[src/rtl/branch_resolve_queue.sv]
// In-order queue of IF branch predictions, resolved against EX outcomes to drive predictor updates and fetch redirects.
// Optional saturating resolve/mispredict counters are enabled by defining BRQ_STATS_EN.
module branch_resolve_queue #(
  parameter int DEPTH = 4,
  parameter int PTR_W = 2,
  parameter int IDX_W = 4
) (
  input  logic             clk,
  input  logic             Reset,
  input  logic             alloc_valid,
  output logic             alloc_ready,
  input  logic             alloc_pred_taken,
  input  logic [31:0]      alloc_pred_target,
  input  logic [31:0]      alloc_fallthrough,
  input  logic [IDX_W-1:0] alloc_lhr_idx,
  input  logic [IDX_W-1:0] alloc_lhpt_idx,
  input  logic [IDX_W-1:0] alloc_btb_idx,
  input  logic             resolve_valid,
  input  logic             resolve_taken,
  input  logic [31:0]      resolve_target,
  input  logic             ext_flush,
  output logic             upd_valid,
  output logic             upd_taken,
  output logic [31:0]      upd_target,
  output logic [IDX_W-1:0] upd_lhr_idx,
  output logic [IDX_W-1:0] upd_lhpt_idx,
  output logic [IDX_W-1:0] upd_btb_idx,
  output logic             mispredict,
  output logic [31:0]      redirect_pc,
  output logic [PTR_W:0]   count,
  output logic             full,
  output logic             empty,
  output logic             err_underflow
`ifdef BRQ_STATS_EN
  ,
  output logic [15:0]      stat_resolved,
  output logic [15:0]      stat_mispred
`endif
);

  localparam logic [PTR_W:0]   DEPTH_C = (PTR_W + 1)'(DEPTH);
  localparam logic [PTR_W:0]   CNT_ONE = (PTR_W + 1)'(1);
  localparam logic [PTR_W-1:0] PTR_ONE = PTR_W'(1);

  typedef struct packed {
    logic             pred_taken;
    logic [31:0]      pred_target;
    logic [31:0]      fallthrough;
    logic [IDX_W-1:0] lhr_idx;
    logic [IDX_W-1:0] lhpt_idx;
    logic [IDX_W-1:0] btb_idx;
  } entry_t;

  entry_t           mem_q [DEPTH];
  logic [DEPTH-1:0] vld_q, vld_d;
  logic [PTR_W-1:0] head_q, head_d, tail_q, tail_d;
  logic [PTR_W:0]   count_q, count_d;

  entry_t head_ent;
  logic   resolve_fire, pred_wrong, mis_comb, alloc_fire;

  logic             upd_valid_q, upd_taken_q, mispredict_q, err_underflow_q;
  logic [31:0]      upd_target_q, redirect_pc_q;
  logic [IDX_W-1:0] upd_lhr_q, upd_lhpt_q, upd_btb_q;

  always_comb begin
    head_ent     = mem_q[head_q];
    empty        = (count_q == '0);
    full         = (count_q == DEPTH_C);
    resolve_fire = resolve_valid && !empty && vld_q[head_q];
    pred_wrong   = (resolve_taken != head_ent.pred_taken) ||
                   (resolve_taken && (resolve_target != head_ent.pred_target));
    mis_comb     = resolve_fire && pred_wrong;
    // A pop frees a slot in the same edge, so a full queue may still accept.
    alloc_ready  = !ext_flush && !mis_comb && (!full || resolve_fire);
    alloc_fire   = alloc_valid && alloc_ready;
  end

  always_comb begin
    head_d  = head_q;
    tail_d  = tail_q;
    count_d = count_q;
    vld_d   = vld_q;
    if (resolve_fire) begin
      vld_d[head_q] = 1'b0;
      head_d        = head_q + PTR_ONE;
    end
    if (ext_flush || mis_comb) begin
      // Squash everything younger: tail collapses onto the post-pop head.
      vld_d   = '0;
      tail_d  = head_d;
      count_d = '0;
    end else begin
      if (alloc_fire) begin
        vld_d[tail_q] = 1'b1;
        tail_d        = tail_q + PTR_ONE;
      end
      case ({alloc_fire, resolve_fire})
        2'b10:   count_d = count_q + CNT_ONE;
        2'b01:   count_d = count_q - CNT_ONE;
        default: count_d = count_q;
      endcase
    end
  end

  always_ff @(posedge clk or posedge Reset) begin
    if (Reset) begin
      head_q  <= '0;
      tail_q  <= '0;
      count_q <= '0;
      vld_q   <= '0;
    end else begin
      head_q  <= head_d;
      tail_q  <= tail_d;
      count_q <= count_d;
      vld_q   <= vld_d;
    end
  end

  always_ff @(posedge clk) begin
    if (alloc_fire) begin
      mem_q[tail_q] <= '{pred_taken:  alloc_pred_taken,
                         pred_target: alloc_pred_target,
                         fallthrough: alloc_fallthrough,
                         lhr_idx:     alloc_lhr_idx,
                         lhpt_idx:    alloc_lhpt_idx,
                         btb_idx:     alloc_btb_idx};
    end
  end

  always_ff @(posedge clk or posedge Reset) begin
    if (Reset) begin
      upd_valid_q     <= 1'b0;
      upd_taken_q     <= 1'b0;
      upd_target_q    <= '0;
      upd_lhr_q       <= '0;
      upd_lhpt_q      <= '0;
      upd_btb_q       <= '0;
      mispredict_q    <= 1'b0;
      redirect_pc_q   <= '0;
      err_underflow_q <= 1'b0;
    end else begin
      upd_valid_q  <= resolve_fire;
      mispredict_q <= mis_comb && !ext_flush;
      if (resolve_fire) begin
        upd_taken_q  <= resolve_taken;
        upd_target_q <= resolve_target;
        upd_lhr_q    <= head_ent.lhr_idx;
        upd_lhpt_q   <= head_ent.lhpt_idx;
        upd_btb_q    <= head_ent.btb_idx;
      end
      if (mis_comb && !ext_flush) begin
        redirect_pc_q <= resolve_taken ? resolve_target : head_ent.fallthrough;
      end
      if (resolve_valid && empty) begin
        err_underflow_q <= 1'b1;
      end
    end
  end

`ifdef BRQ_STATS_EN
  logic [15:0] stat_res_q, stat_mis_q;

  always_ff @(posedge clk or posedge Reset) begin
    if (Reset) begin
      stat_res_q <= '0;
      stat_mis_q <= '0;
    end else begin
      if (resolve_fire && (stat_res_q != '1)) begin
        stat_res_q <= stat_res_q + 16'd1;
      end
      if (mis_comb && !ext_flush && (stat_mis_q != '1)) begin
        stat_mis_q <= stat_mis_q + 16'd1;
      end
    end
  end

  assign stat_resolved = stat_res_q;
  assign stat_mispred  = stat_mis_q;
`endif

  assign upd_valid     = upd_valid_q;
  assign upd_taken     = upd_taken_q;
  assign upd_target    = upd_target_q;
  assign upd_lhr_idx   = upd_lhr_q;
  assign upd_lhpt_idx  = upd_lhpt_q;
  assign upd_btb_idx   = upd_btb_q;
  assign mispredict    = mispredict_q;
  assign redirect_pc   = redirect_pc_q;
  assign count         = count_q;
  assign err_underflow = err_underflow_q;

endmodule

[config.mk]
export PLATFORM = sky130hd
export DESIGN_NAME = branch_resolve_queue
export DESIGN_NICKNAME = d
export VERILOG_FILES = /design/src/rtl/branch_resolve_queue.sv
export SDC_FILE = /design/constraint.sdc
export NUM_CORES = 1
export LEC_CHECK = 0
export ABC_AREA = 1
export CAP_MARGIN = 5
export CORE_ASPECT_RATIO = 1.2
export CORE_UTILIZATION = 35
export DETAILED_ROUTE_END_ITERATION = 12
export MAX_ROUTING_LAYER = met4
export SYNTH_ARGS = -nofsm -noshare
export SYNTH_HDL_FRONTEND = slang
export SYNTH_SLANG_ARGS = --single-unit
[constraint.sdc]
create_clock -name clk -period 6.5 [get_ports clk]
set_input_delay 1.625 -clock clk [delete_from_list [all_inputs] [get_ports clk]]
set_output_delay 1.625 -clock clk [all_outputs]
set_load 0.01 [all_outputs]
==> results.md, run 1 <==
* Hold Crit Depth at 1
* CTS Buffer Depth at 3
* Leakage Power at 7.49 nW
* Power Dens Cells at 434 nW/um^2
* Clock root cell: clkbuf_16
* I/O Pins at 201
* Drt wl/cell at 20.9 um
* Sequential share of power at 0.393
* First-pass GRT wire length at about 70 mm
* Layout Skew at 0.0158 ns
* Initial antenna violation count at 3
* Initial core utilization at 0.357
* Final period utilization at 0.882
* Max-cap violation count at 0
* Via count at 11000
* Worst R2R Path Depth at 18
* Synth top area share at 0.575
* Worst path depth at 9
* Cell breakdown of the critical path: clkdlybuf4s50_1, xor2_1, nand3_1, nor2_1, nand3_1, nand2_1, nand2_1, a21oi_1, clkdlybuf4s50_1
* Clock-pin slew on the worst setup and hold paths at 0.06 ns
* Register Area at 11500 um^2
* Post-route minimum period at 5.73 ns
* Final Hold Viols at 0
* Crit-path max FO at 3
* P_sw at 2.94 mW
* Routability cong. at 0.875
* Core ar. at 45100 um^2
* Synthesized instance count at 1388
* Post-cts resize count at 0
* Setup bufs post-CTS at 0
* Worst Setup End Kind: primary output
* R2R setup slack at ~1.8 ns
* Chip Width at 198 um
* CP Data Required Time at 4.88 ns
* Post-DP HPWL at ~30 mm
* Worst Path Buf+Inv at 2
* Multi-input gate area at 4040 um^2
* Slowest stage delay, CP at slightly below 0.6 ns
* Clk sink count at 399
* Leading area contributor after synthesis: edfxtp_1
* Crit-path slowest cell: clkdlybuf4s50_1
* Worst Tran Pin Value at 0.946 ns
* Layout area overhead at 25.4%
* CP delay by family, top: buffers and inverters
* Nets at 1705
* Post-synthesis sequential area ratio at 0.716
* Most area-consuming cells after synthesis: edfxtp_1, dfrtp_1, nand2_1
* Filler Cell Count at around 4200
* Register bit total from synthesis at 399
* DR DRC count at 0
* DRT iter0 DRCs at approximately 810
* Most common cell after layout, fill and taps aside: nand2_1
* Post-Synthesis Cell Area at between 15000 and 20000 um^2
* Total CTS buffers at 43
* Critical path launch point type: input pin
* Die height at between 200 and 250 um
* Distinct cells, synth at 29
* RSZ-0062 raised after global routing: false
* Worst skew pair latency at roughly 0.56 ns
* Combinational power share at 0.323
* Maximum vdd ir drop at 288 uV
* Worst setup path category: input pin to primary output
* Commonest cells after routing, fill and taps aside: nand2_1, edfxtp_1, clkdlybuf4s50_1
* Max Fclk at 0.174 GHz
* PortBufs at 200
* Max-slew violations at 0
* CP Data Arrival Time at 4.11 ns
* RR Endpoint: count[2]
* Gr ovfl total at 0
* Final core utilization at 0.447
* Pin count of the biggest net entering global routing at 84
* Pint at 5.81 mW
* Cts-stage hold buffer count at 0
* Worst hold path type: register to register
* Clock share of power at 0.284
* Routed vias/inst at roughly 5
* Synthesized Nets at approximately 1500
* Synth warnings at 0
* Vias in the first global route at between 10000 and 15000
* Final WL at around 47 mm
* Pre-antenna DRT Iters at 5
* H-tree levels at 2
* Slew headroom at 0.369
* Ys async rst share at 0.228
* Beginning of the worst hold path: err_underflow
* Die area at roughly 47000 um^2
* CTS tree: done
* Setup violations, final at 0
* Main flop type after synthesis: edfxtp_1
* Global Route Usage Sum at 0.207
* Status: finished clean
* Worst Hold Slack at roughly 0.46 ns
* Share of cells above drive strength 1 at 0.0682
* R2R Path Start: head_q[0]
* Final TNS setup at 0 ns
* Num rows at 85
* Hold endpoint: err_underflow
* Switching Fraction at 0.336
* Post-synth EDFFs at about 310
* Post-DRT Antenna Nets at 0
* Syn avg cell area at approximately 12 um^2
-- metrics by stage --
stage / instances / area [um^2] / power (mW) / worst slack (ns)
3_3_place_gp: 2144 / 18700 / 6.30 / 0.784
5_1_grt: 2225 / 20200 / 9.24 / 0.648
4_1_cts: 2222 / 20200 / 8.85 / 0.810
2_1_floorplan: 1388 / 16100 / 5.08 / 0.242
6_report: 2226 / 20200 / 8.75 / 0.769
3_5_place_dp: 2144 / 18700 / 6.35 / 0.828
-- worst reg2reg max path, delay by kind of cell (launching register included) --
kind | cells | cell delay [ns]
AO/OA/AOI/OAI | 2 | 0.24
XOR/XNOR | 1 | 0.15
adder cells (fa/ha/maj) | 2 | 0.92
buffers and inverters | 1 | 0.67
flip-flops | 1 | 0.43
AND/OR/NAND/NOR | 12 | 2.19
-- routing by layer --
layer | track usage | vias to the layer above | wire (um)
met5 | - | - | 0
met4 | 0.0651 | 0 | 1220
met3 | 0.0422 | 61 | 2930
met2 | 0.348 | 352 | 23400
met1 | 0.247 | 5369 | 19000
li1 | - | 5211 | -
-- power groups by stage --
stage,clock [mW],combinational [mW],sequential (mW)
3_5_place_dp,0,2.86,3.49
3_3_place_gp,0,2.82,3.48
2_1_floorplan,0,1.52,3.57
4_1_cts,2.53,2.87,3.44
6_report,2.48,2.83,3.44
5_1_grt,2.62,3.13,3.49
-- cell usage after synthesis, types with 3 or more instances --
cell and instances:
nand2_1 333, buf_2 17, or2_2 10, o21a_1 32, a31oi_1 12, xor2_1 10
ha_1 9, o21ai_1 3, o21ai_0 156, nand3_1 95, buf_1 3, nand4_1 6
a21oi_1 6, clkbuf_1 42, buf_4 10, edfxtp_1 308, o22ai_1 32, dfrtp_1 91
inv_1 45, buf_6 5, nor2_1 154
-- cell type report --
type                    count  share of cell area
diodes                      4            0.000496
clock buffers              63              0.0605
clock inverters            15              0.0103
inverters                  48             0.00918
multi-input cells         864               0.200
flip-flops and latches    399               0.572
well taps                 609              0.0378
repair buffers            224               0.110
-- worst max path at each step --
stage,startpoint,end,slack (ns)
2_1_floorplan,resolve_target[13],mem_q[0][0],0.24
3_3_place_gp,resolve_target[21],alloc_ready,0.78
3_5_place_dp,resolve_target[31],alloc_ready,0.83
4_1_cts,resolve_target[31],alloc_ready,0.81
5_1_grt,resolve_target[22],alloc_ready,0.65
6_report,resolve_target[0],alloc_ready,0.77
-- cell families after synthesis --
group / synth area share
AO/OA/AOI/OAI: 0.0848
XOR/XNOR: 0.00544
adder cells (fa/ha/maj): 0.00824
buffers and inverters: 0.0351
flip-flops: 0.716
AND/OR/NAND/NOR: 0.150
-- registers in the layout (all words and copies together) (netlist names) --
register	count
upd_lhpt_idx	4
mem_q	308
upd_btb_idx	4
vld_q	4
count	3
mispredict	1
tail_q	2
upd_taken	1
redirect_pc	32
head_q	2
upd_lhr_idx	4
upd_target	32
err_underflow	1
upd_valid	1
Note: power is estimated with default switching activity, not from simulation.
==> run 2: changes to the inputs <==
Settings changed: SETUP_SLACK_MARGIN from default to 0.02.
==> results of run 2 <==
No change in the layout: final DEF, timing and power equal those of run 1.
